`src/rtl/bcd_pkg.sv`:
```
// bcd_pkg: shared definitions for the bin_to_bcd_8 converter.
//   BCD_DIGITS / BCD_BIN_W : default digit count and binary input width
//   BCD_MAX                : largest value representable in BCD_DIGITS digits
//   BCD_SAT                : all-nines word used when the input overflows
//   state_t                : converter FSM states
package bcd_pkg;

   localparam int unsigned BCD_DIGITS = 8;
   localparam int unsigned BCD_BIN_W  = 27;

   // 10**n computed at elaboration; 64 bits covers any practical digit count.
   function automatic logic [63:0] pow10(input int unsigned n);
      logic [63:0] r;
      r = 64'd1;
      for (int unsigned i = 0; i < n; i++) begin
         r = r * 64'd10;
      end
      return r;
   endfunction

   localparam logic [63:0]               BCD_MAX = pow10(BCD_DIGITS) - 64'd1;
   localparam logic [4*BCD_DIGITS-1:0]   BCD_SAT = {BCD_DIGITS{4'h9}};

   typedef enum logic {
      IDLE  = 1'b0,
      SHIFT = 1'b1
   } state_t;

endpackage

```
`src/rtl/bin_to_bcd_8_add3.sv`:
```
// bcd_add3: double-dabble nibble correction.
//   iNIB : accumulator nibble before the shift
//   oNIB : iNIB + 3 when iNIB >= 5, otherwise iNIB unchanged
module bcd_add3 (
   input  logic [3:0] iNIB,
   output logic [3:0] oNIB
);

   always_comb begin
      oNIB = (iNIB >= 4'd5) ? iNIB + 4'd3 : iNIB;
   end

endmodule

```
`src/rtl/bin_to_bcd_8.sv`:
```
// bin_to_bcd_8: sequential shift-and-add-3 binary to packed-BCD converter.
// One input bit is consumed per clock; the result registers change only on
// the completion edge so a downstream display never sees partial values.
//   iCLK   : clock, rising edge
//   iRST_N : asynchronous active-low reset
//   iSTART : conversion request, sampled only while idle
//   iBIN   : unsigned binary value, captured on the accepting edge
//   oBCD   : packed BCD result, digit 0 in [3:0]
//   oBUSY  : high while a conversion is running
//   oDONE  : one-cycle pulse when oBCD/oOVF update
//   oOVF   : input exceeded 10**DIGITS-1, oBCD saturated to all nines
module bin_to_bcd_8
   import bcd_pkg::*;
#(
   parameter int unsigned BIN_W  = BCD_BIN_W,
   parameter int unsigned DIGITS = BCD_DIGITS
) (
   input  logic                  iCLK,
   input  logic                  iRST_N,
   input  logic                  iSTART,
   input  logic [BIN_W-1:0]      iBIN,
   output logic [4*DIGITS-1:0]   oBCD,
   output logic                  oBUSY,
   output logic                  oDONE,
   output logic                  oOVF
);

   localparam int unsigned AW  = 4 * DIGITS;
   localparam int unsigned CW  = $clog2(BIN_W);
   localparam logic [63:0]    MAX = pow10(DIGITS) - 64'd1;
   localparam logic [AW-1:0]  SAT = {DIGITS{4'h9}};

   state_t                 state_q, state_d;
   logic [CW-1:0]          cnt_q, cnt_d;
   logic [BIN_W-1:0]       bin_q, bin_d;
   logic [AW-1:0]          acc_q, acc_d;
   logic                   ovf_flag_q, ovf_flag_d;
   logic [AW-1:0]          bcd_q, bcd_d;
   logic                   busy_q, busy_d;
   logic                   done_q, done_d;
   logic                   ovf_q, ovf_d;

   logic [AW-1:0]          acc_corr;
   logic [AW+BIN_W-1:0]    shifted;

   for (genvar g = 0; g < DIGITS; g++) begin : g_add3
      bcd_add3 u_add3 (
         .iNIB (acc_q[4*g +: 4]),
         .oNIB (acc_corr[4*g +: 4])
      );
   end

   always_comb begin
      state_d    = state_q;
      cnt_d      = cnt_q;
      bin_d      = bin_q;
      acc_d      = acc_q;
      ovf_flag_d = ovf_flag_q;
      bcd_d      = bcd_q;
      ovf_d      = ovf_q;
      done_d     = 1'b0;
      shifted    = {acc_corr, bin_q} << 1;

      case (state_q)
         IDLE: begin
            if (iSTART) begin
               bin_d      = iBIN;
               acc_d      = '0;
               ovf_flag_d = (64'(iBIN) > MAX);
               cnt_d      = CW'(BIN_W - 1);
               state_d    = SHIFT;
            end
         end
         SHIFT: begin
            acc_d = shifted[AW+BIN_W-1:BIN_W];
            bin_d = shifted[BIN_W-1:0];
            cnt_d = cnt_q - CW'(1);
            if (cnt_q == '0) begin
               // Final bit: publish the freshly shifted accumulator, not acc_q.
               cnt_d   = '0;
               state_d = IDLE;
               bcd_d   = ovf_flag_q ? SAT : shifted[AW+BIN_W-1:BIN_W];
               ovf_d   = ovf_flag_q;
               done_d  = 1'b1;
            end
         end
         default: state_d = IDLE;
      endcase

      busy_d = (state_d == SHIFT);
   end

   always_ff @(posedge iCLK or negedge iRST_N) begin
      if (!iRST_N) begin
         state_q    <= IDLE;
         cnt_q      <= '0;
         bin_q      <= '0;
         acc_q      <= '0;
         ovf_flag_q <= 1'b0;
         bcd_q      <= '0;
         busy_q     <= 1'b0;
         done_q     <= 1'b0;
         ovf_q      <= 1'b0;
      end else begin
         state_q    <= state_d;
         cnt_q      <= cnt_d;
         bin_q      <= bin_d;
         acc_q      <= acc_d;
         ovf_flag_q <= ovf_flag_d;
         bcd_q      <= bcd_d;
         busy_q     <= busy_d;
         done_q     <= done_d;
         ovf_q      <= ovf_d;
      end
   end

   assign oBCD  = bcd_q;
   assign oBUSY = busy_q;
   assign oDONE = done_q;
   assign oOVF  = ovf_q;

endmodule

```
`config.mk`:
```
export PLATFORM = sky130hd
export DESIGN_NAME = bin_to_bcd_8
export DESIGN_NICKNAME = d
export VERILOG_FILES = /design/src/rtl/bcd_pkg.sv /design/src/rtl/bin_to_bcd_8_add3.sv /design/src/rtl/bin_to_bcd_8.sv
export SDC_FILE = /design/constraint.sdc
export NUM_CORES = 1
export LEC_CHECK = 0
export ABC_CLOCK_PERIOD_IN_PS = 4100
export CAP_MARGIN = 25
export CORE_ASPECT_RATIO = 0.6
export CORE_UTILIZATION = 25
export DETAILED_ROUTE_END_ITERATION = 16
export PLACE_DENSITY = 0.44
export SLEW_MARGIN = 10
export SYNTH_ARGS = -nofsm -noshare
export SYNTH_HDL_FRONTEND = slang
export SYNTH_SLANG_ARGS = --single-unit
```
`constraint.sdc`:
```
create_clock -name iCLK -period 4.1 [get_ports iCLK]
set_input_delay 0.615 -clock iCLK [delete_from_list [all_inputs] [get_ports iCLK]]
set_output_delay 0.615 -clock iCLK [all_outputs]
set_load 0.02 [all_outputs]
```
# ---- After elaboration in Yosys (flattened, before gate mapping)
# Index checks and enable logic that the tools add are counted.
dict set report totals {
  register_bits 100
  inputBits 30
  out_inout_bits 35
  elab_cells 52
}
dict set report classes {
  n_addsub 9
  magnitude_cmp 9
  n_eq_ne 1
  muxes 21
  bitwise 1
  n_reduce_logical 3
}
# cell count
set ops {}
lappend ops {{32-bit two-way mux} 2}
lappend ops {{32-bit one-hot mux with 2 select lines} 1}
lappend ops {{27-bit one-hot mux with 2 select lines} 1}
lappend ops {{4-bit by 3-bit greater-or-equal comparator with 1-bit output (second input constant)} 8}
lappend ops {{4-bit by 2-bit adder with 4-bit output (second input constant)} 7}
lappend ops {{4-bit two-way mux} 7}
lappend ops {{27-bit > comparator (second input constant)} 1}
lappend ops {{27-bit two-way mux} 1}
lappend ops {{5-bit two-way mux} 2}
lappend ops {{5-bit one-hot mux with 2 select lines} 1}
lappend ops {{5-bit logical NOT} 1}
lappend ops {{5-bit by 1-bit subtractor with 5-bit output (second input constant)} 1}
lappend ops {{1-bit two-way mux} 4}
lappend ops {{2-bit AND reduction} 2}
lappend ops {{3-bit by 2-bit adder with 3-bit output (second input constant)} 1}
lappend ops {{3-bit two-way mux} 1}
lappend ops {{2-bit != test (second input constant)} 1}
lappend ops {{1-bit one-hot mux with 2 select lines} 1}
lappend ops {{1-bit NOT} 1}

# ---- Logic depth before layout (Yosys ltp)
# Gate-level depths: netlist (run 1).
dict set report depth {
  ltp_word 3
  mapped_depth 9
  ltp_nobuf 7
}

# ---- Hierarchy
# Synthesis (run 1) repeated with hierarchy kept, for this count alone.
dict set report hier_totals {
  cells_unflattened 487
  hier_area_um2 4983.5
}
# mod n_inst cells_per_inst area_per_inst_um2 seq_area_each_um2
set modules_own_cells {}
lappend modules_own_cells {bin_to_bcd_8 1 359 4172.8 2502.4}
lappend modules_own_cells {bcd_add3 8 16 101.3 0.0}

# ---- Worst setup path after synthesis (run 1)
# OpenSTA, ideal clock, no wires.
dict set report synth_path {
  path_type {flip-flop to flip-flop}
  start {register cnt_q[0]}
  end {register bcd_q[14], in the netlist oBCD[14]}
  setup_time_ns 0.121
  arrival_time_ns 1.473
  t_required_ns 3.979
  path_slack_ns 2.506
  path_stages_with_launch 8
  n_path_buf 2
  synth_period_minus_slack_ns 1.594
  path_cell_list {dfrtp_1 > inv_1 > ha_1 > nor4b_4 > nand2_2 > buf_6 > buf_6 > a22o_1}
}
dict set report synth_between {
  elab_chain_cells 2
}
# item line
set synth_rtl {}
lappend synth_rtl {{start, declared} bin_to_bcd_8.sv:34} ;# logic [CW-1:0] cnt_q, cnt_d;
lappend synth_rtl {{start signal, assigned} bin_to_bcd_8.sv:106} ;# cnt_q <= cnt_d;
lappend synth_rtl {{5-bit logical NOT} bin_to_bcd_8.sv:78} ;# if (cnt_q == '0) begin
lappend synth_rtl {{2-bit AND reduction (no source line)} -}
lappend synth_rtl {{end signal, assigned} bin_to_bcd_8.sv:100} ;# bcd_q <= '0;
lappend synth_rtl {{end signal, assigned} bin_to_bcd_8.sv:110} ;# bcd_q <= bcd_d;
lappend synth_rtl {{end, declared} bin_to_bcd_8.sv:38} ;# logic [AW-1:0] bcd_q, bcd_d;
# Every way passes these cells.
# A chain may end at the register's enable or synchronous reset.

# ---- Final worst setup path (run 1)
dict set report layout_path {
  start {register cnt_q[0]}
  end {register bcd_q[12], in the netlist oBCD[12]}
}
# Same word-level chain as after synthesis.

==> out/results.txt, run 1 <==
Status = complete, no violations
Cts bufs inserted = 9
Worst path required time = 4.32 ns
Most frequent cells in the layout = dfrtp_1, nand2_1, clkdlybuf4s50_1
Row cnt = 39
Tot Pwr = 4.822 mW
Slowest stage cell, crit path = nor2_2
Setup bufs post-CTS = 0
Worst Slack Setup Final = 1.634 ns
Cells after synthesis = 490
Netlist cell types = 31
Die width = 183.5 um
PwrDens = 783.8 nW/um2
Final period util = 60.15%
Placed insts = 798
Sequential share of the synthesized area = 50.66%
Initial antenna violation count = 0
Tightest Hold Check Type = input port to asynchronous set/reset pin
P&R area growth vs syn = 24.54%
Commonest non-fill, non-tap cell in the layout = dfrtp_1
Post-DRT Antenna Nets = 0
Synth top area share = 50.66%
Pins Over Slew Limit = 0
Worst vdd ir = 250.3 uV
#FFs+latches synth = 100
Fillers = 1915
Final nets = 591
GRT Resource Usage Total = 12.18%
Cts hold-fix bufs = 0
Iteration-0 DRC Markers = 182
Resized cells post-CTS = 0
Post-synthesis async set-or-reset flop share = 100.0%
Setup CP Type = flip-flop to flip-flop
RSZ-0062 raised after global routing = false
Deepest clock path buffer count = 2
Share of post-route cells with drive strength above 1 = 5.282%
Achievable frequency = 405.5 MHz
Ys flop type = dfrtp_1
Fin. Hold Viols = 0
Sum Neg Setup Slack = 0 ns
Startpoint Class = flip-flop
Vias per cell = 4.356
Core footprint = 19180 um2
CTS tree = built
Initial Utilization = 25.76%
Synthesized net count = 537
Final std cells w/o fill = 815
First-pass GRT wire length = 19.41 mm
Synth top area cells = dfrtp_1, mux2i_1, o21ai_0
Clk sinks = 100
Mapped Area = 4940 um2
Die Ht = 110.9 um
Clock Tree Root = clkbuf_16
Crit-path max cell delay = 0.52 ns
Fin crit period = 2.466 ns
Pre-CTS setup slack = 1.316 ns
Post-synth EDFFs = 0
Clk_lat worst skew = 0.35 ns
Vias in the first global route = 3587
CP Max Fanout = 29
H-tree levels = 3
Cell Chain, Critical Path = inv_1, ha_1, nor4b_4, nand2_2, nor2_2, buf_8, a21oi_1
Reg clk slew, reported paths = 0.07 ns
Vias = 3550
P_leak = 2.764 nW
DRC Markers = 0
Setup violators final = 0
Fin Clk Skew = 0.01014 ns
Leading area contributor after synthesis = dfrtp_1
Critical Path End Type = flip-flop
Post-DP HPWL = 7.649 mm
Max-cap violations = 0
Largest net degree at the start of global routing = 86
Tightest Pin Transition = 0.8709 ns
Synth warn = 0
Port Buffer Count = 64
Gpl congestion = 0.7398
Die area = 20340 um2
Slew HR = 41.94%
Fin util = 32.08%
First-pass detailed-route iteration total = 4
Inserted Diodes = 0
Synthesized area per cell = 10.08 um2
Routed WL per cell = 14.20 um
Post-Route WL = 11.57 mm
IO Count = 65
Arr. time, crit path = 2.68 ns
Grt total ovfl = 0
==> metal layers <==
| metal | GRT usage, % | up-vias | wire length, um |
|---|---|---|---|
| met5 | 0 | - | 0 |
| met4 | 2.833 | 0 | 108 |
| met3 | 3.154 | 8 | 382 |
| met2 | 17.35 | 52 | 4714 |
| met1 | 18.15 | 1703 | 6365 |
| li1 | - | 1787 | - |
==> worst max-delay path, delay by kind of cell (launching register included) <==
family | cells | cell delay [ns]
AOI/OAI and AO/OA | 1 | 0.08
adders and majority gates | 1 | 0.19
buffers and inverters | 2 | 0.30
DFF | 1 | 0.39
and+or+nand+nor | 3 | 1.35
==> power breakdown <==
group | switching [mW] | internal (mW) | leakage, nW
Sequential | 0.370 | 1.44 | 1.25
Combinational | 1.11 | 1.02 | 1.36
Clock | 0.378 | 0.511 | 0.149
==> synthesized netlist by cell type (2+ instances only) <==
cell type	n
dfrtp_1	100
nand2_1	66
o21ai_0	59
mux2i_1	44
nand2b_1	35
a21oi_1	25
inv_1	18
ha_1	17
nor2_1	17
nor3b_1	16
a21o_1	15
a22o_1	15
clkbuf_1	14
nor3_1	11
buf_2	8
xnor2_1	8
buf_6	4
nand4_1	2
nor2b_1	2
o22ai_1	2
o31ai_1	2
==> path summary, 6_finish.rpt <==
path	from	end	slack, ns	cells after the start
min reg2reg	oOVF$_DFFE_PN0P_	oOVF$_DFFE_PN0P_	0.48	2
max in group asynchronous	iRST_N	acc_q[6]$_DFFE_PN0P_	2.87	2
max reg2reg	cnt_q[0]$_DFFE_PN0P_	oBCD[12]$_DFFE_PN0P_	1.63	7
min	iRST_N	bin_q[5]$_DFFE_PN0P_	0.38	1
max	cnt_q[0]$_DFFE_PN0P_	oBCD[12]$_DFFE_PN0P_	1.63	7
min in group iCLK	oOVF$_DFFE_PN0P_	oOVF$_DFFE_PN0P_	0.48	2
==> state kept, by name, indices dropped and copies added, names as in the netlist <==
name	flops
acc_q	32
bin_q	27
cnt_q	5
oBCD	32
oBUSY	1
oDONE	1
oOVF	1
ovf_flag_q	1
==> kinds of logic after synthesis <==
logic type | after synthesis | synth area share, %
xor+xnor | 8 | 1.418
simple gates | 153 | 15.68
flops | 100 | 50.66
buf+inv | 46 | 4.331
compound gates | 122 | 14.69
mux | 44 | 8.916
fa+ha+maj | 17 | 4.306
==> cell type report <==
| cell class | instances | area [um2] | area share (%) |
|---|---|---|---|
| timing repair buffer | 70 | 705.7 | 11.47 |
| tap | 266 | 332.8 | 5.410 |
| clock buffer | 12 | 256.5 | 4.169 |
| inverter | 19 | 72.57 | 1.180 |
| sequential | 100 | 2506 | 40.74 |
| multi-input combinational | 344 | 2223 | 36.14 |
| clock inverter | 4 | 55.05 | 0.8949 |
==> metrics by stage <==
step           area (um2)  hold slack (ns)
2_1_floorplan        4940           0.3194
3_3_place_gp         5798           0.4532
3_5_place_dp         5826           0.4631
4_1_cts              6137           0.4327
5_1_grt              6152           0.4569
6_report             6152           0.3775
Power figures use the tool's default switching activity.
==> inputs of run 2 (changes only) <==
Settings changed: ABC_CLOCK_PERIOD_IN_PS 4100 to 2100, PLACE_DENSITY 0.44 to 0.46.
Clock period 4.1 ns to 2.1 ns, I/O delays scaled along.
==> out/results.txt, run 2 (synthesis results as in run 1) <==
Crit path depth = 1
DRC Markers = 0
Sum Neg Setup Slack = 0 ns
Port Buffer Count = 64
Clock Tree Root = clkbuf_16
IO Count = 65
Fin Clk Skew = 0.01182 ns
Worst Slack Setup Final = 0.2876 ns
Fillers = 1946
Post-DRT Antenna Nets = 0
Routed WL per cell = 14.25 um
Arr. time, crit path = 1.50 ns
Setup CP Type = flip-flop to output port
Worst vdd ir = 464.8 uV
RSZ-0062 raised after global routing = false
Crit. Startpoint = oBUSY$_DFF_PN0_
Post-Route WL = 11.68 mm
Pins Over Slew Limit = 0
Initial antenna violation count = 0
Cell Chain, Critical Path = clkdlybuf4s50_1
First-pass GRT wire length = 19.36 mm
Core footprint = 19180 um2
Crit-path max cell delay = 0.63 ns
Pre-CTS setup slack = 0.3702 ns
Cts bufs inserted = 9
Slew HR = 51.60%
Setup slack, reg-to-reg = 0.37 ns
GRT Resource Usage Total = 12.14%
Slowest stage cell, crit path = clkdlybuf4s50_1
Share of post-route cells with drive strength above 1 = 5.776%
Die area = 20340 um2
CP Max Fanout = 14
Vias in the first global route = 3651
Startpoint Class = flip-flop
Initial Utilization = 25.76%
Fin. Hold Viols = 0
Inserted Diodes = 0
CTS tree = built
Multi-input logic area = 2223 um2
First-pass detailed-route iteration total = 4
P_leak = 2.788 nW
Critical Path End Type = output port
Most frequent cells in the layout = dfrtp_1, nand2_1, clkdlybuf4s50_1
Clk_lat worst skew = 0.34 ns
Die Ht = 110.9 um
Tightest Pin Transition = 0.7260 ns
Capturing point of the worst reg2reg path = oBCD[26]$_DFFE_PN0P_
Worst path required time = 1.78 ns
Post-DP HPWL = 7.908 mm
PwrDens = 1536 nW/um2
Top delay family on crit path = buffers and inverters
H-tree levels = 3
FF+latch area = 2506 um2
Clk sinks = 100
Grt total ovfl = 0
Die width = 183.5 um
DP Area = 5881 um2
Status = complete, no violations
Iteration-0 DRC Markers = 174
Fin crit period = 1.812 ns
Worst path buffer plus inverter count = 1
Reg clk slew, reported paths = 0.07 ns
Largest net degree at the start of global routing = 71
P&R area growth vs syn = 25.68%
Final period util = 86.30%
Max-cap violations = 0
Final Cell Area = 6208 um2
Vias per cell = 4.417
Setup violators final = 0
Deepest clock path buffer count = 2
R2r startpoint = cnt_q[0]$_DFFE_PN0P_
Final nets = 596
Gpl congestion = 0.7348
Achievable frequency = 551.8 MHz
R2R cell count = 6
Critical Path End = oBUSY
Commonest non-fill, non-tap cell in the layout = dfrtp_1
Setup bufs post-CTS = 0
Row cnt = 39
Tightest Hold Check Type = input port to flip-flop
Vias = 3622
Tot Pwr = 9.537 mW
==> run 2: worst min-delay path by stage <==
stage               startpoint               endpoint  slack [ns]  cells past startpoint
floorplan               iRST_N   acc_q[0]$_DFFE_PN0P_        0.02                      0
global placement        iRST_N   acc_q[2]$_DFFE_PN0P_        0.37                      2
detailed placement      iRST_N    oBCD[1]$_DFFE_PN0P_        0.36                      2
CTS                     iSTART  acc_q[23]$_DFFE_PN0P_        0.42                      2
global route            iSTART  acc_q[23]$_DFFE_PN0P_        0.42                      2
finish                  iSTART  acc_q[23]$_DFFE_PN0P_        0.42                      2
==> run 2: stage by stage <==
stage	instances	hold slack, ns	utilization (%)
CTS	820	0.4153	32.37
global placement	803	0.3663	30.66
floorplan	490	0.01941	-
detailed placement	803	0.3636	30.66
finish	820	0.4207	32.37
global route	820	0.4191	32.37
==> run 2: power by group <==
part,switching (mW),total [mW],internal [mW]
combinational,2.21,4.22,2.01
sequential,0.704,3.51,2.81
clock,0.753,1.81,1.05
total,3.67,9.54,5.87
==> run 2: timing repair <==
item                                   in CTS  in global routing
hold buffers                                1                  0
endpoints found under the hold margin      21                  0
resized for setup                           0                  0
==> run 2: layout make-up <==
class / count / area share, %
inverters: 19 / 1.169
multi-input cells: 344 / 35.81
clock buffers: 11 / 3.748
clock inverters: 5 / 1.370
flip-flops and latches: 100 / 40.37
well taps: 266 / 5.361
repair buffers: 75 / 12.17
==> run 2: per-layer routing <==
layer | up-vias | share of wire [%] | global-route usage, %
met5 | - | 0 | 0
met4 | 0 | 0.58 | 2.667
met3 | 5 | 3.7 | 3.154
met2 | 50 | 42 | 17.70
met1 | 1771 | 54 | 17.80
li1 | 1796 | - | -
==> inputs of run 3 (changes only) <==
Settings changed: CAP_MARGIN 25 to 20, CORE_UTILIZATION 25 to 50, PLACE_DENSITY 0.46 to 0.78.
==> out/results.txt, run 3 (synthesis results as in run 1) <==
R2R cell count = 6
Final std cells w/o fill = 686
PwrDens = 1566 nW/um2
Pint = 5.763 mW
GRT Resource Usage Total = 23.15%
Grt total ovfl = 0
Final nets = 598
Clk sinks = 100
Initial Utilization = 52.60%
Psw = 3.658 mW
FF+latch area = 2506 um2
Setup slack, reg-to-reg = 0.16 ns
R2r startpoint = cnt_q[0]$_DFFE_PN0P_
Clk_lat worst skew = 0.34 ns
Vias in the first global route = 3676
Setup bufs post-CTS = 0
Deepest clock path buffer count = 2
Worst vdd ir = 847.5 uV
First-pass detailed-route iteration total = 5
P_leak = 2.785 nW
Fin. Hold Viols = 0
DRC Markers = 0
First-pass GRT wire length = 18.15 mm
Hold_ws = 0.4097 ns
Tightest Pin Transition = 0.7477 ns
Most frequent cells in the layout = dfrtp_1, nand2_1, clkdlybuf4s50_1
Critical Path End Type = flip-flop
CP Max Fanout = 11
Die width = 130.3 um
Final Cell Area = 6015 um2
Row cnt = 27
Setup CP Type = flip-flop to flip-flop
DP Area = 5700 um2
Max-cap violations = 0
Inserted Diodes = 0
Largest net degree at the start of global routing = 77
Multi-input logic area = 2223 um2
Pins Over Slew Limit = 0
Combinational power share = 44.6%
Post-DP HPWL = 7.420 mm
Post-DRT Antenna Nets = 0
Sequential power share = 37.7%
Gpl congestion = 0.7913
Clock power frac = 17.7%
Vias = 3690
Die area = 10290 um2
H-tree levels = 3
Status = complete, no violations
Placed insts = 669
IO Count = 65
Fin crit period = 1.943 ns
Fin Clk Skew = 0.007346 ns
Startpoint Class = flip-flop
CTS tree = built
RSZ-0062 raised after global routing = false
Capturing point of the worst reg2reg path = oBCD[26]$_DFFE_PN0P_
Initial antenna violation count = 0
Sw Share = 38.83%
Share of post-route cells with drive strength above 1 = 6.475%
Tightest Hold Check Type = input port to asynchronous set/reset pin
Slew HR = 50.15%
Die Ht = 78.99 um
Routed WL per cell = 15.46 um
Achievable frequency = 514.8 MHz
Clock Tree Root = clkbuf_16
Port Buffer Count = 64
Setup violators final = 0
Reg clk slew, reported paths = 0.07 ns
Final period util = 92.50%
P&R area growth vs syn = 21.76%
Vias per cell = 5.379
Cts bufs inserted = 9
Sum Neg Setup Slack = 0 ns
Post-Route WL = 10.60 mm
Iteration-0 DRC Markers = 298
Worst path required time = 2.33 ns
Arr. time, crit path = 2.17 ns
Core footprint = 9392 um2
Commonest non-fill, non-tap cell in the layout = dfrtp_1
Fillers = 773
run 3: changes by cell type in the layout (fill, tap and decap cells not counted), sizes merged:
cell	before	now
clkinvlp	1	2
buf	12	14
bufinv	2	1
clkinv	2	3
clkbuf	11	10
run 3: cell type report:
type,instances,area share [%]
multi-input combinational,344,36.97
clock buffer,10,3.973
tap,130,2.704
timing repair buffer,77,12.40
inverter,19,1.227
clock inverter,6,1.061
sequential,100,41.67
run 3: power groups by stage:
| stage | registers [mW] | logic, mW | clock network, mW |
|---|---|---|---|
| 5_1_grt | 3.69 | 4.71 | 1.77 |
| 3_5_place_dp | 3.56 | 4.21 | 0 |
| 4_1_cts | 3.55 | 4.24 | 1.70 |
| 2_1_floorplan | 3.72 | 2.55 | 0 |
| 3_3_place_gp | 3.53 | 3.99 | 0 |
| 6_report | 3.55 | 4.20 | 1.67 |
run 3: timing repair:
action / CTS / global route
hold endpoints to repair: 20 / 0
resized for setup: 0 / 1
hold buffers: 1 / 0
endpoints found under the setup margin: 0 / 1
run 3: worst max-delay path by stage:
stage,endpoint,from,slack (ns)
after CTS,oBCD[26]$_DFFE_PN0P_,cnt_q[0]$_DFFE_PN0P_,0.18
after global routing,oBCD[8]$_DFFE_PN0P_,cnt_q[0]$_DFFE_PN0P_,0.02
after floorplan,oBCD[14]$_DFFE_PN0P_,cnt_q[0]$_DFFE_PN0P_,0.51
after global placement,oBCD[23]$_DFFE_PN0P_,cnt_q[0]$_DFFE_PN0P_,0.35
after detailed placement,oBCD[10]$_DFFE_PN0P_,cnt_q[0]$_DFFE_PN0P_,0.20
final,oBCD[26]$_DFFE_PN0P_,cnt_q[0]$_DFFE_PN0P_,0.16
run 3: critical path, cell delays in order, from the launching register on:
cell and delay (ns):
dfrtp_1 0.40, inv_1 0.09, ha_1 0.20, nor4b_4 0.36
nand2_2 0.28, buf_4 0.27, a22o_1 0.24
run 3: layer usage:
layer / vias up / global-route usage, % / part of all wire, %
met5: - / 0 / 0
met4: 0 / 4.884 / 0.78
met3: 7 / 5.660 / 5.7
met2: 84 / 36.28 / 45
met1: 1791 / 32.62 / 48
li1: 1808 / - / -
run 3: through the flow:
| stage | power, mW | utilization, % | setup slack (ns) |
|---|---|---|---|
| floorplan | 6.276 | - | 0.5057 |
| global placement | 7.523 | 60.70 | 0.3452 |
| detailed placement | 7.775 | 60.70 | 0.2019 |
| CTS | 9.488 | 64.03 | 0.1848 |
| global route | 10.16 | 64.04 | 0.01805 |
| finish | 9.420 | 64.04 | 0.1574 |
